**src/rtl/fir_pkg.sv**
```systemverilog
`default_nettype none
// ============================================================================
//  Module   : fir_pkg
//  Purpose  : Shared types, default widths and output rounding helper for the
//             serial FIR engine and its coefficient ROM.
//  Revision : 1.0  initial release
// ============================================================================
package fir_pkg;

  localparam int DATA_WIDTH = 16;
  localparam int NUM_TAPS   = 16;
  localparam int IDX_WIDTH  = 7;
  localparam int ACC_WIDTH  = 40;
  localparam int OUT_SHIFT  = 15;

  typedef enum logic [1:0] {
    IDLE  = 2'd0,
    RUN   = 2'd1,
    DRAIN = 2'd2,
    DONE  = 2'd3
  } fir_state_t;

  // Round half up, arithmetic shift right, then clamp to a signed 'width'-bit
  // range. Works on a 64-bit sign-extended accumulator (ACC_WIDTH <= 64).
  function automatic logic signed [63:0] sat_round(input logic signed [63:0] acc,
                                                   input int shift,
                                                   input int width);
    logic signed [63:0] r;
    logic signed [63:0] hi;
    logic signed [63:0] lo;
    r  = (acc + (64'sd1 <<< (shift - 1))) >>> shift;
    hi = (64'sd1 <<< (width - 1)) - 64'sd1;
    lo = -(64'sd1 <<< (width - 1));
    if (r > hi) begin
      r = hi;
    end else if (r < lo) begin
      r = lo;
    end
    return r;
  endfunction

endpackage
`default_nettype wire

```
**src/rtl/fir_history_ram.sv**
```systemverilog
`default_nettype none
// ============================================================================
//  Module   : fir_history_ram
//  Purpose  : Circular sample history with one write port, one registered
//             read port addressed by tap offset, and the write pointer.
//  Revision : 1.0  initial release
// ============================================================================
module fir_history_ram #(
  parameter int DATA_WIDTH = 16,
  parameter int NUM_TAPS   = 16,
  parameter int PTR_W      = $clog2(NUM_TAPS)
) (
  input  logic                  i_clk,
  input  logic                  i_rst_n,
  input  logic                  i_wr_en,
  input  logic [DATA_WIDTH-1:0] i_wr_data,
  input  logic [PTR_W-1:0]      i_rd_tap,
  output logic [DATA_WIDTH-1:0] o_rd_data
);

  logic [PTR_W-1:0]      wr_ptr_q;
  logic [DATA_WIDTH-1:0] mem_q [NUM_TAPS];
  logic [DATA_WIDTH-1:0] rd_data_q;
  logic [PTR_W-1:0]      rd_addr;

  // The pointer has already advanced past the newest sample, so x[n-k] sits
  // at (wr_ptr - 1 - k); power-of-two depth makes the modulo free.
  assign rd_addr = wr_ptr_q - PTR_W'(1) - i_rd_tap;

  // Sample write and pointer advance; reset zeroes the whole history.
  always_ff @(posedge i_clk or negedge i_rst_n) begin
    if (!i_rst_n) begin
      wr_ptr_q <= '0;
      for (int i = 0; i < NUM_TAPS; i++) begin
        mem_q[i] <= '0;
      end
    end else if (i_wr_en) begin
      mem_q[wr_ptr_q] <= i_wr_data;
      wr_ptr_q        <= wr_ptr_q + PTR_W'(1);
    end
  end

  // Registered read so the sample lines up with the ROM's registered tap.
  always_ff @(posedge i_clk or negedge i_rst_n) begin
    if (!i_rst_n) begin
      rd_data_q <= '0;
    end else begin
      rd_data_q <= mem_q[rd_addr];
    end
  end

  assign o_rd_data = rd_data_q;

endmodule
`default_nettype wire

```
**src/rtl/fir_mac_serial.sv**
```systemverilog
`default_nettype none
// ============================================================================
//  Module   : fir_mac_serial
//  Purpose  : Time-multiplexed single-multiplier FIR. Walks the coefficient
//             ROM one tap per clock, accumulates h[k]*x[n-k], and emits one
//             rounded, saturated output per accepted input sample.
//  Revision : 1.0  initial release
// ============================================================================
module fir_mac_serial #(
  parameter int DATA_WIDTH = fir_pkg::DATA_WIDTH,
  parameter int NUM_TAPS   = fir_pkg::NUM_TAPS,
  parameter int IDX_WIDTH  = fir_pkg::IDX_WIDTH,
  parameter int ACC_WIDTH  = fir_pkg::ACC_WIDTH,
  parameter int OUT_SHIFT  = fir_pkg::OUT_SHIFT
) (
  input  logic                  i_clk,
  input  logic                  i_rst_n,
  input  logic [DATA_WIDTH-1:0] i_sample,
  input  logic                  i_sample_valid,
  output logic                  o_sample_ready,
  output logic [IDX_WIDTH-1:0]  o_idx,
  input  logic [DATA_WIDTH-1:0] i_tap,
  output logic [DATA_WIDTH-1:0] o_result,
  output logic                  o_result_valid
);
  import fir_pkg::*;

  localparam int                   PTR_W    = $clog2(NUM_TAPS);
  localparam int                   PROD_W   = 2 * DATA_WIDTH;
  localparam logic [IDX_WIDTH-1:0] LAST_IDX = IDX_WIDTH'(NUM_TAPS - 1);

  fir_state_t                   state_q;
  logic [IDX_WIDTH-1:0]         idx_q;
  logic                         drain_q;
  logic                         ready_q;
  logic                         res_vld_q;
  logic [DATA_WIDTH-1:0]        result_q;
  logic                         tap_vld_q;
  logic                         prod_vld_q;
  logic signed [PROD_W-1:0]     prod_q;
  logic signed [ACC_WIDTH-1:0]  acc_q;
  logic signed [ACC_WIDTH-1:0]  acc_d;
  logic [DATA_WIDTH-1:0]        hist_data;
  logic signed [DATA_WIDTH-1:0] rounded;
  logic                         accept;

  assign accept = i_sample_valid && ready_q;

  fir_history_ram #(
    .DATA_WIDTH (DATA_WIDTH),
    .NUM_TAPS   (NUM_TAPS),
    .PTR_W      (PTR_W)
  ) u_hist (
    .i_clk      (i_clk),
    .i_rst_n    (i_rst_n),
    .i_wr_en    (accept),
    .i_wr_data  (i_sample),
    .i_rd_tap   (idx_q[PTR_W-1:0]),
    .o_rd_data  (hist_data)
  );

  // Next accumulator value: add the product only when it belongs to a live tap.
  always_comb begin
    acc_d = acc_q;
    if (prod_vld_q) begin
      acc_d = acc_q + ACC_WIDTH'(prod_q);
    end
  end

  // Rounding uses acc_d so the final product is folded in on the DONE edge.
  assign rounded = DATA_WIDTH'(sat_round(64'(acc_d), OUT_SHIFT, DATA_WIDTH));

  // MAC pipeline: tap/sample pair valid one cycle after RUN, product one more.
  always_ff @(posedge i_clk or negedge i_rst_n) begin
    if (!i_rst_n) begin
      tap_vld_q  <= 1'b0;
      prod_vld_q <= 1'b0;
      prod_q     <= '0;
    end else begin
      tap_vld_q  <= (state_q == RUN);
      prod_vld_q <= tap_vld_q;
      prod_q     <= PROD_W'($signed(i_tap)) * PROD_W'($signed(hist_data));
    end
  end

  // Control FSM with registered index, ready, result and valid.
  always_ff @(posedge i_clk or negedge i_rst_n) begin
    if (!i_rst_n) begin
      state_q   <= IDLE;
      idx_q     <= '0;
      drain_q   <= 1'b0;
      ready_q   <= 1'b1;
      res_vld_q <= 1'b0;
      result_q  <= '0;
      acc_q     <= '0;
    end else begin
      acc_q <= acc_d;
      case (state_q)
        IDLE: begin
          if (accept) begin
            state_q <= RUN;
            idx_q   <= '0;
            acc_q   <= '0;
            ready_q <= 1'b0;
          end
        end
        RUN: begin
          if (idx_q == LAST_IDX) begin
            state_q <= DRAIN;
            drain_q <= 1'b0;
          end else begin
            idx_q <= idx_q + IDX_WIDTH'(1);
          end
        end
        DRAIN: begin
          drain_q <= 1'b1;
          if (drain_q) begin
            state_q   <= DONE;
            res_vld_q <= 1'b1;
            result_q  <= rounded;
          end
        end
        DONE: begin
          state_q   <= IDLE;
          res_vld_q <= 1'b0;
          ready_q   <= 1'b1;
        end
        default: begin
          state_q <= IDLE;
          ready_q <= 1'b1;
        end
      endcase
    end
  end

  assign o_sample_ready = ready_q;
  assign o_idx          = idx_q;
  assign o_result       = result_q;
  assign o_result_valid = res_vld_q;

endmodule
`default_nettype wire

```
**config.mk**
```make
export PLATFORM = sky130hd
export DESIGN_NAME = fir_mac_serial
export DESIGN_NICKNAME = d
export VERILOG_FILES = /design/src/rtl/fir_pkg.sv /design/src/rtl/fir_history_ram.sv /design/src/rtl/fir_mac_serial.sv
export SDC_FILE = /design/constraint.sdc
export NUM_CORES = 1
export LEC_CHECK = 0
export ABC_AREA = 1
export CAP_MARGIN = 10
export CORE_ASPECT_RATIO = 0.75
export CORE_MARGIN = 10
export CORE_UTILIZATION = 62
export CTS_BUF_LIST = sky130_fd_sc_hd__clkbuf_4 sky130_fd_sc_hd__clkbuf_8
export CTS_CLUSTER_SIZE = 25
export DETAILED_ROUTE_END_ITERATION = 10
export GPL_ROUTABILITY_DRIVEN = 0
export GPL_TIMING_DRIVEN = 0
export PLACE_DENSITY = 0.78
export SLEW_MARGIN = 5
export SYNTH_ARGS = -nofsm -noshare
export SYNTH_HDL_FRONTEND = slang
export SYNTH_SLANG_ARGS = --single-unit
```
**constraint.sdc**
```tcl
create_clock -name i_clk -period 7.5 [get_ports i_clk]
set_input_delay 1.5 -clock i_clk [delete_from_list [all_inputs] [get_ports i_clk]]
set_output_delay 1.5 -clock i_clk [all_outputs]
set_load 0.1 [all_outputs]
```
==> metrics <==
first-pass GRT wire length around 140000 um; H-tree depth 2; Worst-path clk slew about 0.06 ns; CTS tree yes; Die H about 210 um; CP dominant cell by count nand2_1; CP Data Arrival Time 7.81 ns; yosys warns 0; synth cell count leaders nand2_1 (1005), inv_1 (678), dfrtp_1 (377); worst-skew pair later-pin latency 0.70 ns; ys async rst share 100.0%; num rows 70; Worst R2R Path Depth 23; Final Instance Area ~34000 um2; critical path capture point type register; total vias in the final route between 20000 and 30000; Yosys top cell by area dfrtp_1; number of I/O port buffers 48; # fillers just over 4000; HP Start tap_vld_q; area growth from synthesis to layout 9.090%; startpoint type of the worst setup path primary input; Total Nets Final roughly 4500; Hold WC Path Type register to register; worst reg2reg startpoint u_hist.o_rd_data[3]; Crit Path Max Fanout 10; setup bufs post-CTS 0; most frequent cell after synthesis nand2_1; First DRT Iteration DRCs about 3200; Cell variety after synth 46; CP required around 8.0 ns; antenna violations before repair 1; Worst path slowest cell clkdlybuf4s50_1; Least-Margin Pin Slew around 0.97 ns; Max Freq between 0.1 and 0.15 GHz; synth top area cells dfrtp_1 (30%), fa_1 (17%), nand2_1 (12%), inv_1 (8.2%), o21ai_0 (5.9%); max-slew violations 0; post-layout min period between 7 and 8 ns; EDFF count, synth 0; DRC 0; Setup-failing EPs final 0; register area roughly 9500 um2; syn_nets between 4000 and 5000; CP max stage delay 0.70 ns; layout cells sized above 1 7.746%; core area between 40000 and 50000 um2; clk_skew 0.06554 ns; Worst Hold Slack 0.3561 ns; Longest Clk Path Bufs 3; area of the multi-input gates 18120 um2; Synth top area share 30.49%; Fin. Hold Viols 0; CTS Sinks ~380; Slew HR between 30% and 40%; Starting Density between 60 and 70%; vias per cell about 5.7; Die Span X 278.0 um; Post-Syn Area between 30000 and 40000 um2; Main synth FF type dfrtp_1; hold path cells 0; Post-Syn Instances between 3000 and 4000; total wire length between 80000 and 90000 um; sequential-to-total area share from yosys stat between 30 and 40%; Hold EP prod_vld_q; status completed; Post-CTS Hold Fix Bufs 0; critical path type primary input to register; largest net degree at the start of global routing 120; GRT Resource Usage Total roughly 30%; RSZ-0062 raised after global routing no; Root Buffer clkbuf_8; r2r setup slk 0.57 ns; GRT overflow 0; Final HPWL DP 69180 um; vias in the first global route between 20000 and 30000; r2r endpoint prod_q[28]; I/O pin cnt 60; Max-Cap Viols 0; post-synthesis area per instance 7.757 um2; post-DR wirelength/cell 18.68 um; Post-DP Area 32320 um2; period utilization a little over nine tenths; CTS Buf Count 58; Die ar. approximately 60000 um2; flops & latches, synth 378; Final ANT Viol Nets 0; DRT Pass-1 Iters 6
[layer usage]
| layer | vias up | GRT usage, % | share of wire, % |
|---|---|---|---|
| met5 | - | 0 | 0 |
| met4 | 0 | 8.374 | 2.4 |
| met3 | 174 | 12.62 | 16 |
| met2 | 1560 | 41.59 | 39 |
| met1 | 12910 | 43.57 | 42 |
| li1 | 12490 | - | - |
[cells by family after synthesis]
family,count (synthesis),share of synthesized area [%]
DFF,378,30.58
buffers and inverters,887,10.88
xor gates and xnor gates,59,1.670
muxes,16,0.5823
and+or+nand+nor,1684,23.32
AOI/OAI and AO/OA,566,10.43
adders and majority gates,399,22.54
[cell type report]
cell class              count  area share [%]
repair buffers             51           1.690
flip-flops and latches    378           28.03
well taps                 648           2.402
clock inverters            18          0.9971
plain buffers             192           2.276
diodes                      2         0.01483
multi-input cells        2724           53.67
clock buffers              86           3.192
inverters                 695           7.729
[flip-flops by register name, summed over array words and instances (netlist names)]
signal            cells
u_hist.o_rd_data     16
tap_vld_q             1
acc_q                40
o_result_valid        1
prod_vld_q            1
o_idx                 7
u_hist.mem_q        256
state_q               2
o_sample_ready        1
prod_q               32
u_hist.wr_ptr_q       4
o_result             16
drain_q               1
[cell usage in the layout (no fill, tap or decap), drive strengths merged, types with 42 or more instances in the layout]
cell and count:
a21oi 91, clkbuf 255, clkdlybuf4s50 46, dfrtp 377, fa 264, ha 135
inv 693, nand2 1067, nand3 128, nor2 412, o21ai 366, o32ai 64
xor2 42
[per-stage QoR]
| stage | setup TNS [ns] | std cells | setup WS [ns] | util [%] |
|---|---|---|---|---|
| after floorplan | 0 | 3989 | 0.5421 | - |
| after global placement | -4285.96 | 4685 | -11.39 | 65.72 |
| after detailed placement | -7.600 | 4688 | -0.9274 | 65.90 |
| after CTS | 0 | 4792 | 0.01017 | 68.78 |
| after global routing | 0 | 4792 | 0.006270 | 68.81 |
| final | 0 | 4794 | 0.2226 | 68.82 |
[repair_timing]
| item | 4_1_cts | 5_1_grt |
|---|---|---|
| resized for setup | 3 | 21 |
| endpoints found under the hold margin | 0 | 0 |
| setup endpoints to repair | 5 | 10 |
[worst max-delay path: cells and delay by family]
kind,cells,cell delay [ns]
adder cells (fa/ha/maj),7,3.54
buffers and inverters,6,1.26
AO/OA/AOI/OAI,5,0.98
AND/OR/NAND/NOR,7,0.51
[worst max-delay path by stage]
stage	to	slack, ns	from	cells after the start
final	prod_q[29]	0.22	i_tap[11]	25
after detailed placement	prod_q[31]	-0.93	i_tap[0]	24
after global placement	acc_q[35]	-11.39	i_rst_n	1
after floorplan	prod_q[30]	0.54	i_tap[8]	21
after global routing	prod_q[29]	0.006	i_tap[11]	25
after CTS	prod_q[29]	0.01	i_tap[0]	26
Power is not shown: default switching activity piles up to over one toggle a cycle in this logic, so the estimate is an artifact.
